## src/rtl/mc_ctrl_fsm.sv

```systemverilog
// -----------------------------------------------------------------------------
// mc_ctrl_fsm
// Main control state machine for a multi-cycle RV32I core supporting lw, sw,
// R-type, I-type ALU, beq and jal. Produces the per-cycle register enables and
// datapath mux selects. A wait counter stretches FETCH and MEMREAD by MEM_WAIT
// extra cycles so slow memories can be used.
//
// Parameters
//   MEM_WAIT      extra cycles (0..15) spent in FETCH and MEMREAD
//
// Ports
//   clk           clock, all state updates on the rising edge
//   rst           synchronous active-high reset
//   op_i          opcode field of the latched instruction
//   zero_i        ALU zero flag (used only by beq)
//   pc_write_o    PC register enable
//   adr_src_o     memory address select: 0=PC, 1=ALU result register
//   mem_write_o   data memory write enable
//   ir_write_o    instruction/old-PC latch enable
//   reg_write_o   register file write enable
//   result_src_o  result mux: 00=ALUOut, 01=mem data, 10=ALU result
//   alu_src_a_o   ALU A select: 00=PC, 01=oldPC, 10=rs1 latch
//   alu_src_b_o   ALU B select: 00=rs2 latch, 01=immediate, 10=constant 4
//   alu_op_o      ALU control: 00=add, 01=sub/compare, 10=decode by funct
//   illegal_op_o  one-cycle pulse in DECODE on an unsupported opcode
//   state_o       current state encoding (debug)
// -----------------------------------------------------------------------------
module mc_ctrl_fsm #(
  parameter int unsigned MEM_WAIT = 0
) (
  input  logic       clk,
  input  logic       rst,
  input  logic [6:0] op_i,
  input  logic       zero_i,
  output logic       pc_write_o,
  output logic       adr_src_o,
  output logic       mem_write_o,
  output logic       ir_write_o,
  output logic       reg_write_o,
  output logic [1:0] result_src_o,
  output logic [1:0] alu_src_a_o,
  output logic [1:0] alu_src_b_o,
  output logic [1:0] alu_op_o,
  output logic       illegal_op_o,
  output logic [3:0] state_o
);

  typedef enum logic [3:0] {
    FETCH    = 4'd0,
    DECODE   = 4'd1,
    MEMADR   = 4'd2,
    MEMREAD  = 4'd3,
    MEMWB    = 4'd4,
    MEMWRITE = 4'd5,
    EXECR    = 4'd6,
    EXECI    = 4'd7,
    ALUWB    = 4'd8,
    BEQ      = 4'd9,
    JAL      = 4'd10
  } state_e;

  localparam logic [6:0] OP_LW  = 7'b0000011;
  localparam logic [6:0] OP_SW  = 7'b0100011;
  localparam logic [6:0] OP_R   = 7'b0110011;
  localparam logic [6:0] OP_I   = 7'b0010011;
  localparam logic [6:0] OP_BEQ = 7'b1100011;
  localparam logic [6:0] OP_JAL = 7'b1101111;

  // Counter value marking the final cycle of a stretched state.
  localparam logic [3:0] WAIT_LAST = 4'(MEM_WAIT);

  state_e     state_q, state_d;
  logic [3:0] cnt_q, cnt_d;

  // NOTE: state registers use non-blocking assignments so every flop samples
  // the pre-edge value of its inputs, independent of statement order.
  always_ff @(posedge clk) begin
    if (rst) begin
      state_q <= FETCH;
      cnt_q   <= '0;
    end else begin
      state_q <= state_d;
      cnt_q   <= cnt_d;
    end
  end

  always_comb begin
    // NOTE: every output of this block gets a default before the case so no
    // path leaves a signal unassigned, which would otherwise infer a latch.
    state_d      = state_q;
    cnt_d        = cnt_q;
    pc_write_o   = 1'b0;
    adr_src_o    = 1'b0;
    mem_write_o  = 1'b0;
    ir_write_o   = 1'b0;
    reg_write_o  = 1'b0;
    result_src_o = 2'b00;
    alu_src_a_o  = 2'b00;
    alu_src_b_o  = 2'b00;
    alu_op_o     = 2'b00;
    illegal_op_o = 1'b0;

    case (state_q)
      FETCH: begin
        // ALU computes PC+4 every fetch cycle; it is only committed on the last.
        alu_src_a_o  = 2'b00;
        alu_src_b_o  = 2'b10;
        alu_op_o     = 2'b00;
        result_src_o = 2'b10;
        if (cnt_q == WAIT_LAST) begin
          ir_write_o = 1'b1;
          pc_write_o = 1'b1;
          cnt_d      = '0;
          state_d    = DECODE;
        end else begin
          cnt_d = cnt_q + 4'd1;
        end
      end

      DECODE: begin
        // oldPC + immediate is the branch/jump target, ready for BEQ/JAL.
        alu_src_a_o = 2'b01;
        alu_src_b_o = 2'b01;
        alu_op_o    = 2'b00;
        case (op_i)
          OP_LW, OP_SW: state_d = MEMADR;
          OP_R:         state_d = EXECR;
          OP_I:         state_d = EXECI;
          OP_BEQ:       state_d = BEQ;
          OP_JAL:       state_d = JAL;
          default: begin
            illegal_op_o = 1'b1;
            state_d      = FETCH;
          end
        endcase
      end

      MEMADR: begin
        alu_src_a_o = 2'b10;
        alu_src_b_o = 2'b01;
        alu_op_o    = 2'b00;
        state_d     = (op_i == OP_LW) ? MEMREAD : MEMWRITE;
      end

      MEMREAD: begin
        adr_src_o    = 1'b1;
        result_src_o = 2'b00;
        if (cnt_q == WAIT_LAST) begin
          cnt_d   = '0;
          state_d = MEMWB;
        end else begin
          cnt_d = cnt_q + 4'd1;
        end
      end

      MEMWB: begin
        result_src_o = 2'b01;
        reg_write_o  = 1'b1;
        state_d      = FETCH;
      end

      MEMWRITE: begin
        adr_src_o   = 1'b1;
        mem_write_o = 1'b1;
        state_d     = FETCH;
      end

      EXECR: begin
        alu_src_a_o = 2'b10;
        alu_src_b_o = 2'b00;
        alu_op_o    = 2'b10;
        state_d     = ALUWB;
      end

      EXECI: begin
        alu_src_a_o = 2'b10;
        alu_src_b_o = 2'b01;
        alu_op_o    = 2'b10;
        state_d     = ALUWB;
      end

      ALUWB: begin
        result_src_o = 2'b00;
        reg_write_o  = 1'b1;
        state_d      = FETCH;
      end

      BEQ: begin
        // Compare rs1-rs2; ALUOut still holds the target computed in DECODE.
        alu_src_a_o  = 2'b10;
        alu_src_b_o  = 2'b00;
        alu_op_o     = 2'b01;
        result_src_o = 2'b00;
        pc_write_o   = zero_i;
        state_d      = FETCH;
      end

      JAL: begin
        // Jump to ALUOut target while the ALU forms oldPC+4 for the link write.
        alu_src_a_o  = 2'b01;
        alu_src_b_o  = 2'b10;
        alu_op_o     = 2'b00;
        result_src_o = 2'b00;
        pc_write_o   = 1'b1;
        state_d      = ALUWB;
      end

      default: begin
        state_d = FETCH;
        cnt_d   = '0;
      end
    endcase

    // Reset suppresses every enable so nothing is committed mid-abort.
    if (rst) begin
      pc_write_o   = 1'b0;
      ir_write_o   = 1'b0;
      mem_write_o  = 1'b0;
      reg_write_o  = 1'b0;
      illegal_op_o = 1'b0;
    end
  end

  assign state_o = state_q;

endmodule
```

## config.mk

```make
export PLATFORM = sky130hd
export DESIGN_NAME = mc_ctrl_fsm
export DESIGN_NICKNAME = d
export VERILOG_FILES = /design/src/rtl/mc_ctrl_fsm.sv
export SDC_FILE = /design/constraint.sdc
export NUM_CORES = 1
export LEC_CHECK = 0
export ABC_CLOCK_PERIOD_IN_PS = 1870
export CAP_MARGIN = 40
export CORE_ASPECT_RATIO = 1.4
export CORE_MARGIN = 5
export CORE_UTILIZATION = 40
export DETAILED_ROUTE_END_ITERATION = 10
export PLACE_DENSITY = 0.81
export SYNTH_ARGS = -nofsm -noshare
export SYNTH_HDL_FRONTEND = slang
export SYNTH_SLANG_ARGS = --single-unit
```

## constraint.sdc

```tcl
create_clock -name clk -period 1.87 [get_ports clk]
set_input_delay 0.374 -clock clk [delete_from_list [all_inputs] [get_ports clk]]
set_output_delay 0.374 -clock clk [all_outputs]
set_load 0.02 [all_outputs]
```

### Yosys cells after proc, flatten, opt, wreduce, memory -nomap -nowiden

Cells that the tools add are included.

* multiplexer cells: 24
* add/subtract/negate cells: 1
* reductions and logical operators: 15
* equality and inequality tests: 18

Operators with widths (count)
* $pmux 4 s5: 2
* $eq 4x3->1 const B: 4
* $pmux 2 s2: 4
* $eq 7x6->1 const B: 2
* $eq 7x7->1 const B: 2
* $reduce_or 2->1: 7
* $eq 4x4->1 const B: 3
* $mux 1: 12
* $mux 4: 3
* $reduce_or 9->1: 1
* $eq 4x2->1 const B: 2
* $logic_not 4->1: 2
* $pmux 4 s2: 1
* $eq 7x2->1 const B: 1
* $eq 7x5->1 const B: 1
* $reduce_or 3->1: 2
* $reduce_or 6->1: 1
* $add 4x1->4 const B: 1
* $eq 4x1->1 const B: 1
* $ne 2x2->1 const B: 2
* $reduce_or 4->1: 1
* $mux 3: 1
* $pmux 1 s3: 1
* $reduce_and 2->1: 1

* bits of input ports: 10
* register bits: 8
* logic and storage cells: 60

### Depth between registers and ports, before layout

Gate-level depths: netlist of the first run.

* word-level depth: 5
* depth in mapped cells: 6
* gate-level depth less buffers: 6

### Worst setup path before layout of the first run

Ideal clock, no wire load.

* kind: register -> output
* start: reg state_q[3], in the netlist state_o[3]
* end: out pc_write_o
* cell stages (with the launch flop): 5
* path slack: -0.161 ns
* required time: 1.496 ns
* path buffers: 1
* data arrival time: 1.657 ns
* path through: dfxtp_1 buf_2 nand2_1 or2_2 a311oi_1

* cells in the longest elaborated chain, start to end: 3

RTL lines
* start, declared: RTL line 72 `state_e state_q, state_d;`
* start signal, assigned: RTL line 82 `state_q <= state_d;`
* $eq 4x4->1 or $logic_not 4->1 (tied branches): RTL line 103 `case (state_q)`
* $pmux 1 s3 *: RTL line 103
* $mux 1 *: RTL line 215 `if (rst) begin`
* end, declared: RTL line 35 `output logic pc_write_o,`

Mark *: on every way between the ends. The rest lies on a longest branch, timed or not.

### Final worst setup path of the first run

* start: reg cnt_q[1]
* end: out pc_write_o

* cells in the longest elaborated chain, start to end: 4

RTL lines
* start, declared: RTL line 73 `logic [3:0] cnt_q, cnt_d;`
* start signal, assigned: RTL line 83 `cnt_q <= cnt_d;`
* $logic_not 4->1: RTL line 110 `if (cnt_q == WAIT_LAST) begin`
* $mux 1: RTL line 110
* $pmux 1 s3: RTL line 103
* $mux 1: RTL line 215

Every way passes these cells.

==> results.sh, run 1 <==
export IMPL_crit_path_max_incr_delay_ps=320
export IMPL_power_density_mw_per_mm2=345
export IMPL_overflow=0
export IMPL_max_freq_mhz=534
export IMPL_die_w_um=47.8
export IMPL_rsz0062_at_grt="yes"
export IMPL_pin_count=28
export IMPL_numCtsBuffers=3
export IMPL_antenna_found_initial=0
export IMPL_p_leak_nw=0.791
export IMPL_synthTopCellsByCount="12 x nand2_1, 12 x nor2_1, 8 x dfxtp_1, 6 x inv_1, 5 x a21oi_1"
export IMPL_finalPower_w=0.000505
export IMPL_grt_pass1_vias=1100
export IMPL_cts_sinks=8
export IMPL_start_kind="flop"
export IMPL_final_net_count=188
export IMPL_worstMarginPinSlew_ps=345
export IMPL_drc=0
export IMPL_clk_latency_ps=260
export IMPL_cp_data_required_time_ps=1500
export IMPL_synth_seq_cells=8
export IMPL_clk_root_buffer_cell="clkbuf_4"
export IMPL_worstHoldPathType="reg2reg"
export IMPL_ir_drop_mv=0.393
export IMPL_diodes=0
export IMPL_critPathArrivalTime_ps=1500
export IMPL_drtPass1Iterations=4
export IMPL_hpwl_um=2290
export IMPL_maxSlewViolCount=0
export IMPL_async_flop_share_pct=0
export IMPL_drive_above_1_share_pct=47.7
export IMPL_first_iter_violations=23
export IMPL_violations="setup timing"
export IMPL_ys_warn_count=0
export IMPL_period_share_pct=100
export IMPL_drtAntennaViolNets=0
export IMPL_fin_ws_ps=-4.20
export IMPL_gp_congestion=0.904
export IMPL_finalClockSkew_ps=2.54
export IMPL_synth_top_cell_area_share_pct=20.0
export IMPL_synth_area_um2=801
export IMPL_yosysUniqueCellTypes=44
export IMPL_path_class="reg2out"
export IMPL_routed_wl_um=3000
export IMPL_path_delay_family="flip-flops"
export IMPL_cp_slowest_cell="dfxtp_2"
export IMPL_die_area_mm2=0.00301
export IMPL_dp_cells=189
export IMPL_critPathMaxFanout=2
export IMPL_rows=19
export IMPL_ys_seq_area_share_pct=20.0
export IMPL_drt_vias_per_instance=5.34
export IMPL_setup_viol=1
export IMPL_initial_core_util_pct=41.1
export IMPL_grt_util_all_layers_pct=21.0
export IMPL_worstPathCellList="inv_2, ha_4, nor3b_4, nand2_1, a311oi_2, buf_4"
export IMPL_finalHoldViolCount=0
export IMPL_stdcell_count=195
export IMPL_critPathBufInv=2
export IMPL_routed_via_count=1042
export IMPL_postCtsHoldBufs=0
export IMPL_synthCells=109
export IMPL_cap_violations=0
export IMPL_place_ws_ps=-640
export IMPL_synth_area_per_cell_um2=7.35
export IMPL_relSlewSlack_pct=77.0
export IMPL_h_tree_depth=1
export IMPL_io_buffers=27
export IMPL_grt_max_degree=14
export IMPL_end_kind="output pin"
export IMPL_grt_pass1_wl_um=4770
export IMPL_synth_top_area_cell="dfxtp_1"
export IMPL_syn_to_final_growth_pct=83.0
export IMPL_status="finished, violations left"
export IMPL_core_mm2=0.00195
export IMPL_tritoncts="built"
export IMPL_syn_num_nets=121
export IMPL_path_clk_slew_ps=60
export IMPL_synth_edff_count=0
export IMPL_finalCriticalPeriod_ps=1870
export IMPL_yosys_top_cells_area="dfxtp_1 20%, buf_6 5.6%, nand2_1 5.6%, nor2_1 5.6%, xnor2_1 3.3%"
export IMPL_fp_dieH_um=62.9
export IMPL_clk_path_buf_depth=2
export IMPL_drt_wirelength_per_cell_um=15.4
export IMPL_yosys_most_used_dff="dfxtp_1"
==> cell type report <==
| type | instances | area, um^2 |
|---|---|---|
| Multi-Input combinational cell | 86 | 637 |
| Timing Repair Buffer | 71 | 586 |
| Clock buffer | 3 | 22.5 |
| Sequential cell | 8 | 171 |
| Tap cell | 21 | 26.3 |
| Inverter | 6 | 22.5 |
| Fill cell | 147 | 484 |
==> path summary, 6_finish.rpt <==
kind	cells past startpoint	to	from	slack (ps)
max	6	pc_write_o	cnt_q[1]$_SDFFE_PP0N_	-4
min	2	cnt_q[0]$_SDFFE_PP0N_	cnt_q[0]$_SDFFE_PP0N_	580
max reg2reg	6	cnt_q[2]$_SDFFE_PP0N_	state_o[2]$_SDFFE_PP0P_	160
min reg2reg	2	cnt_q[0]$_SDFFE_PP0N_	cnt_q[0]$_SDFFE_PP0N_	580
==> registers in the layout, summed over array words and instances, names as in the netlist <==
signal,count
state_o,4
cnt_q,4
==> where the power goes <==
group          total, W  internal, W  switching (W)
combinational  0.000186    0.0000981      0.0000881
sequential     0.000179     0.000172     0.00000738
clock          0.000140    0.0000740      0.0000662
==> metrics by stage <==
| stage | setup TNS, ps | util, % | hold slack [ps] | area [um^2] |
|---|---|---|---|---|
| 5_1_grt | -83.3 | 75.2 | 591 | 1470 |
| 2_1_floorplan | 0 | - | 501 | 820 |
| 4_1_cts | -162 | 72.3 | 582 | 1410 |
| 3_3_place_gp | -3810 | 69.6 | 550 | 1360 |
| 3_5_place_dp | -4520 | 69.6 | 563 | 1360 |
| 6_report | -4.20 | 75.2 | 582 | 1470 |
==> routing by layer <==
| metal | part of all wire [%] | track usage, % | vias to the layer above | routed length (um) |
|---|---|---|---|---|
| met2 | 57 | 37.3 | 33 | 1700 |
| met5 | 0 | 0 | - | 0 |
| li1 | - | - | 520 | - |
| met1 | 37 | 21.2 | 482 | 1110 |
| met4 | 1.9 | 9.43 | 0 | 57 |
| met3 | 4.4 | 5.19 | 7 | 131 |
==> worst register-to-register path: cells and delay by family, from the launching register on <==
kind / cells / cell delay (ps)
AO/OA/AOI/OAI: 1 / 120
buffers and inverters: 2 / 310
flip-flops: 1 / 340
AND/OR/NAND/NOR: 3 / 890
==> timing repair <==
item                                    in CTS  in global routing
setup buffers                                3                  0
pin swaps                                    4                  8
cloned                                       0                  0
resized for setup                           59                 36
endpoints found under the setup margin      16                 16
==> logic make-up (layout without fill, tap and decap cells) <==
| kind of cell | Yosys count | after routing | share of synthesized area [%] |
|---|---|---|---|
| AOI/OAI and AO/OA | 22 | 22 | 19.7 |
| xor gates and xnor gates | 5 | 5 | 5.47 |
| adders and majority gates | 2 | 2 | 3.12 |
| buffers and inverters | 15 | 80 | 11.2 |
| DFF | 8 | 8 | 20.0 |
| and+or+nand+nor | 57 | 57 | 40.5 |
==> placed cells by master, fill, tap and decap left out, types with 2 or more instances in the layout <==
cell	count
clkbuf_4	3
nor4_1	3
or2_4	3
dlygate4sd2_1	2
dfxtp_2	3
clkdlybuf4s50_1	3
nand3_1	3
a22o_1	2
xor2_1	2
buf_4	47
buf_2	5
nand2_1	12
inv_2	3
dfxtp_1	3
and3_1	2
o21ai_0	3
nand4b_1	2
dfxtp_4	2
buf_6	2
a21oi_1	4
a31oi_1	2
nor3_1	4
nor2_1	11
nand2b_1	3
a311oi_2	2
inv_1	3
dlymetal6s2s_1	9
nor3b_1	2
xnor2_1	3
Power figures use the tool's default switching activity.
==> inputs of run 2 (changes only) <==
PLACE_DENSITY = 0.75   (was 0.81)
==> run 2 against run 1 <==
  * The flow still finishes with violations (setup timing)
  * Sequential cell count is the same
  * Sequential power about the same
  * Final cell count decreased by 2.6%
  * Cell area fell by 3.8%
  * First-iteration DRC count is 4.3% higher
  * Routed wire length is 5.7% lower
  * Total power down 1.3%
  * Clock power down 3%
  * Register-to-register slack better by 90 ps
  * Largest cell class unchanged
  * Largest power group unchanged
==> results.sh, run 2 (synthesized netlist as in run 1, its figures left out) <==
export IMPL_overflow=0
export IMPL_start_kind="input port"
export IMPL_p_leak_nw=0.698
export IMPL_diodes=0
export IMPL_numCtsBuffers=3
export IMPL_violations="setup timing"
export IMPL_max_freq_mhz=526
export IMPL_final_net_count=183
export IMPL_drt_vias_per_instance=5.43
export IMPL_die_area_mm2=0.00301
export IMPL_crit_path_max_incr_delay_ps=510
export IMPL_finalCriticalPeriod_ps=1900
export IMPL_finalClockSkew_ps=6.81
export IMPL_cp_data_required_time_ps=1500
export IMPL_clk_path_buf_depth=2
export IMPL_pin_count=28
export IMPL_p_switching_w=0.000157
export IMPL_worstHoldPathType="reg2reg"
export IMPL_rows=19
export IMPL_dp_cells=186
export IMPL_grt_util_all_layers_pct=20.4
export IMPL_place_ws_ps=-654
export IMPL_die_w_um=47.8
export IMPL_p_int_w=0.000341
export IMPL_finalHoldViolCount=0
export IMPL_syn_to_final_growth_pct=75.9
export IMPL_cp_slowest_cell="clkdlybuf4s50_1"
export IMPL_end_kind="output pin"
export IMPL_combinationalPowerShare_pct=36.9
export IMPL_drt_wirelength_per_cell_um=14.9
export IMPL_critPathArrivalTime_ps=1530
export IMPL_critPathMaxFanout=3
export IMPL_cap_violations=0
export IMPL_final_area_mm2=0.00141
export IMPL_setup_viol=1
export IMPL_grt_max_degree=12
export IMPL_cts_sinks=8
export IMPL_first_iter_violations=24
export IMPL_hpwl_um=2190
export IMPL_routed_via_count=1032
export IMPL_postCtsHoldBufs=0
export IMPL_tritoncts="built"
export IMPL_initial_core_util_pct=41.1
export IMPL_p_clk_share_pct=27.3
export IMPL_io_buffers=27
export IMPL_worstMarginPinSlew_ps=353
export IMPL_path_class="in2out"
export IMPL_ir_drop_mv=0.309
export IMPL_h_tree_depth=1
export IMPL_sw_frac_of_total_pct=31.5
export IMPL_finalPower_w=0.000499
export IMPL_path_clk_slew_ps=50
export IMPL_power_density_mw_per_mm2=354
export IMPL_rsz0062_at_grt="yes"
export IMPL_status="finished, violations left"
export IMPL_routed_wl_um=2830
export IMPL_dpl_cell_area_mm2=0.00133
export IMPL_seq_power_share_pct=35.7
export IMPL_drc=0
export IMPL_relSlewSlack_pct=76.5
export IMPL_worstPathCellList="clkdlybuf4s50_1, inv_1, o2bb2ai_4, a311oi_2, buf_4"
export IMPL_stdcell_count=190
export IMPL_drtAntennaViolNets=0
export IMPL_core_mm2=0.00195
export IMPL_grt_pass1_wl_um=4600
export IMPL_gp_congestion=0.860
export IMPL_grt_pass1_vias=1060
export IMPL_drive_above_1_share_pct=47.3
export IMPL_clk_latency_ps=260
export IMPL_clk_root_buffer_cell="clkbuf_4"
export IMPL_fp_dieH_um=62.9
export IMPL_period_share_pct=102
export IMPL_antenna_found_initial=0
export IMPL_fin_ws_ps=-32.9
export IMPL_drtPass1Iterations=4
export IMPL_layout_commonest_cell="buf_4"
export IMPL_maxSlewViolCount=0
export IMPL_most_common_layout_cells="41 x buf_4, 11 x nand2_1, 10 x nor2_1"
[run 2: cell types whose count changed in the layout (fill, tap and decap cells not counted), sizes merged]
cell / delta
dlymetal6s2s: -4
clkbuf: +3
clkdlybuf4s50: +5
dlygate4sd1: -1
dlygate4sd2: -1
buf: -7
[run 2: routing by layer]
layer / up-vias / routed length, um / GRT usage [%]
met2: 37 / 1500 / 35.8
met3: 8 / 159 / 3.46
li1: 510 / - / -
met4: 0 / 71 / 8.08
met1: 477 / 1100 / 22.5
met5: - / 0 / 0
[run 2: cell type report]
class	count	area (um^2)
inverter	6	22.5
sequential	8	171
tap	21	26.3
multi-input combinational	86	633
clock buffer	3	22.5
timing repair buffer	66	533
fill	151	541
[run 2: timing repair]
| item | in CTS | in global routing |
|---|---|---|
| buffers inserted | 0 | 1 |
| setup endpoints to repair | 15 | 12 |
| gates resized for setup | 59 | 28 |
| pin swaps | 3 | 4 |
[run 2: power by group through the flow]
stage / combinational (W) / sequential [W] / clock [W]
after floorplan: 0.0000875 / 0.000181 / 0
after global placement: 0.000178 / 0.000182 / 0
after detailed placement: 0.000182 / 0.000182 / 0
after CTS: 0.000175 / 0.000178 / 0.000138
after global routing: 0.000198 / 0.000179 / 0.000155
final: 0.000184 / 0.000178 / 0.000136
[run 2: worst paths after layout]
path              cells after the start                       to  slack, ps                     from
setup / recovery                      5             illegal_op_o        -30                  op_i[6]
hold / removal                        2  state_o[0]$_SDFFE_PP0P_        540  state_o[1]$_SDFFE_PP0P_
setup reg to reg                      5    cnt_q[2]$_SDFFE_PP0N_        250  state_o[2]$_SDFFE_PP0P_
hold reg to reg                       2  state_o[0]$_SDFFE_PP0P_        540  state_o[1]$_SDFFE_PP0P_
[run 2: worst max-delay path, delay by kind of cell]
kind,cells,cell delay [ps]
AOI/OAI and AO/OA,2,350
buffers and inverters,3,800
[run 2: per-stage QoR]
stage          hold WS, ps  TNS, ps  util [%]
6_report               545    -32.9      72.3
5_1_grt                594     -141      72.3
4_1_cts                528     -171      70.0
3_5_place_dp           550    -3400      68.4
3_3_place_gp           543    -3090      68.4
2_1_floorplan          501        0         -
==> inputs of run 3 (changes only) <==
ABC_AREA = 1   (was unset)
CORE_ASPECT_RATIO = unset   (was 1.4)
PLACE_DENSITY = 0.79   (was 0.75)
==> run 3 against run 2 <==
  * First-iteration DRC count increased by 4.2%
  * The run now ends clean
  * Synthesized area decreased by 16%
  * Register-to-register slack improved by 290 ps
  * Highest routed layer unchanged
  * Critical path type unchanged
  * Largest cell class unchanged
==> results.sh, run 3 <==
export IMPL_setup_viol=0
export IMPL_synth_edff_count=0
export IMPL_die_area_mm2=0.00261
export IMPL_clk_latency_ps=250
export IMPL_critPathMaxFanout=2
export IMPL_end_kind="output pin"
export IMPL_cts_sinks=8
export IMPL_stdcell_count=188
export IMPL_drt_wirelength_per_cell_um=12.1
export IMPL_layout_commonest_cell="buf_4"
export IMPL_postCtsHoldBufs=0
export IMPL_grt_util_all_layers_pct=18.8
export IMPL_ys_seq_area_share_pct=23.7
export IMPL_maxSlewViolCount=0
export IMPL_numCtsBuffers=3
export IMPL_synth_area_um2=674
export IMPL_finalHoldViolCount=0
export IMPL_routed_wl_um=2280
export IMPL_drtAntennaViolNets=0
export IMPL_first_iter_violations=25
export IMPL_cp_data_required_time_ps=1500
export IMPL_routed_via_count=960
export IMPL_relSlewSlack_pct=84.7
export IMPL_drt_vias_per_instance=5.11
export IMPL_path_class="in2out"
export IMPL_drtPass1Iterations=4
export IMPL_start_kind="input port"
export IMPL_gp_congestion=0.830
export IMPL_synth_top_area_cell="dfxtp_1"
export IMPL_yosys_most_used_dff="dfxtp_1"
export IMPL_overflow=0
export IMPL_diodes=0
export IMPL_max_freq_mhz=556
export IMPL_worstMarginPinSlew_ps=229
export IMPL_p_leak_nw=0.661
export IMPL_fin_hold_ws_ps=506
export IMPL_grt_pass1_wl_um=3730
export IMPL_drc=0
export IMPL_worstHoldPathType="reg2reg"
export IMPL_yosysUniqueCellTypes=21
export IMPL_power_density_mw_per_mm2=374
export IMPL_drive_above_1_share_pct=42.4
export IMPL_finalClockSkew_ps=4.22
export IMPL_h_tree_depth=1
export IMPL_synthTopCellsByCount="33 x nand2_1, 16 x nor2_1, 14 x inv_1, 10 x nand3_1, 8 x dfxtp_1"
export IMPL_initial_core_util_pct=43.3
export IMPL_cap_violations=0
export IMPL_rows=14
export IMPL_path_clk_slew_ps=50
export IMPL_antenna_found_initial=0
export IMPL_status="completed"
export IMPL_grt_max_degree=8
export IMPL_die_w_um=51.1
export IMPL_ir_drop_mv=0.357
export IMPL_finalCriticalPeriod_ps=1800
export IMPL_syn_to_final_growth_pct=80.5
export IMPL_core_mm2=0.00156
export IMPL_yosys_top_cells_area="dfxtp_1 24%, nand2_1 18%, nor2_1 8.9%, inv_1 7.8%, nand3_1 7.4%"
export IMPL_clk_path_buf_depth=2
export IMPL_grt_pass1_vias=888
export IMPL_ys_warn_count=0
export IMPL_period_share_pct=96.2
export IMPL_synth_seq_cells=8
export IMPL_tritoncts="built"
export IMPL_pin_count=28
export IMPL_hpwl_um=1820
export IMPL_final_net_count=186
export IMPL_finalPower_w=0.000455
export IMPL_fillers=108
export IMPL_synthCells=114
export IMPL_io_buffers=27
export IMPL_clk_root_buffer_cell="clkbuf_4"
export IMPL_critPathArrivalTime_ps=1420
export IMPL_syn_num_nets=126
export IMPL_synth_most_common_cell="nand2_1"
export IMPL_fp_dieH_um=51.1
export IMPL_most_common_layout_cells="30 x buf_4, 29 x nand2_1, 13 x nor2_1"
export IMPL_synth_area_per_cell_um2=5.92
export IMPL_dp_cells=185
export IMPL_synth_top_cell_area_share_pct=23.7
export IMPL_rsz0062_at_grt="no"
export IMPL_async_flop_share_pct=0
==> run 3: cell count changes in the layout (fill, tap and decap cells not counted), sizes merged, moves of 4 or more <==
cell	before	now
inv	6	17
buf	47	32
nand2	12	36
nand3	3	10
or2	4	0
nor2	12	21
nor4	4	0
==> run 3: power breakdown <==
part	switching, W	internal [W]	total [W]
Clock	0.0000579	0.0000734	0.000131
Combinational	0.0000803	0.0000695	0.000150
Sequential	0.00000352	0.000170	0.000174
==> run 3: cell families after synthesis <==
group	after synthesis	share of synthesized area, %
flops	8	23.7
compound gates	12	12.2
xor+xnor	1	1.30
fa+ha+maj	2	3.71
buf+inv	18	10.0
simple gates	73	49.0
==> run 3: final cells by class <==
| class | count | area (um^2) | share of cell area, % |
|---|---|---|---|
| repair buffers | 56 | 455 | 37.4 |
| multi-input cells | 88 | 485 | 39.9 |
| clock buffers | 3 | 22.5 | 1.85 |
| well taps | 16 | 20.0 | 1.64 |
| inverters | 17 | 63.8 | 5.24 |
| flip-flops and latches | 8 | 170 | 14.0 |
==> run 3: path summary, 6_finish.rpt <==
check / start / end / slack [ps] / cells past startpoint
worst max-delay path: op_i[5] / illegal_op_o / 70 / 7
worst min-delay path: cnt_q[3]$_SDFFE_PP0N_ / cnt_q[3]$_SDFFE_PP0N_ / 510 / 2
worst max register to register: state_o[1]$_SDFFE_PP0P_ / cnt_q[0]$_SDFFE_PP0N_ / 540 / 9
worst min register to register: cnt_q[3]$_SDFFE_PP0N_ / cnt_q[3]$_SDFFE_PP0N_ / 510 / 2
==> run 3: critical path, stage by stage <==
cell             delay, ps
clkdlybuf4s50_1        510
nand3_2                110
inv_2                   80
nand2_2                 50
nand4_1                 90
nor2_1                  50
buf_4                  150
==> run 3: what timing repair did <==
item | CTS | global route
setup endpoints to repair | 14 | 10
gates resized for setup | 27 | 36
pin swaps | 0 | 5
setup buffers | 0 | 0
==> run 3: per-layer routing <==
metal | share of wire (%) | track usage [%] | up-vias
li1 | - | - | 481
met1 | 43 | 19.1 | 452
met2 | 52 | 35.0 | 23
met3 | 3.7 | 4.94 | 4
met4 | 1.2 | 9.42 | 0
met5 | 0 | 0 | -
==> run 3: through the flow <==
stage | area [um^2] | util [%] | setup WS [ps] | setup TNS (ps)
after detailed placement | 1180 | 76.0 | -412 | -1540
after floorplan | 681 | - | 32.9 | 0
final | 1220 | 78.1 | 71.7 | 0
after CTS | 1200 | 77.0 | 9.52 | 0
after global placement | 1180 | 76.0 | -374 | -1420
after global routing | 1220 | 78.1 | 0.884 | 0
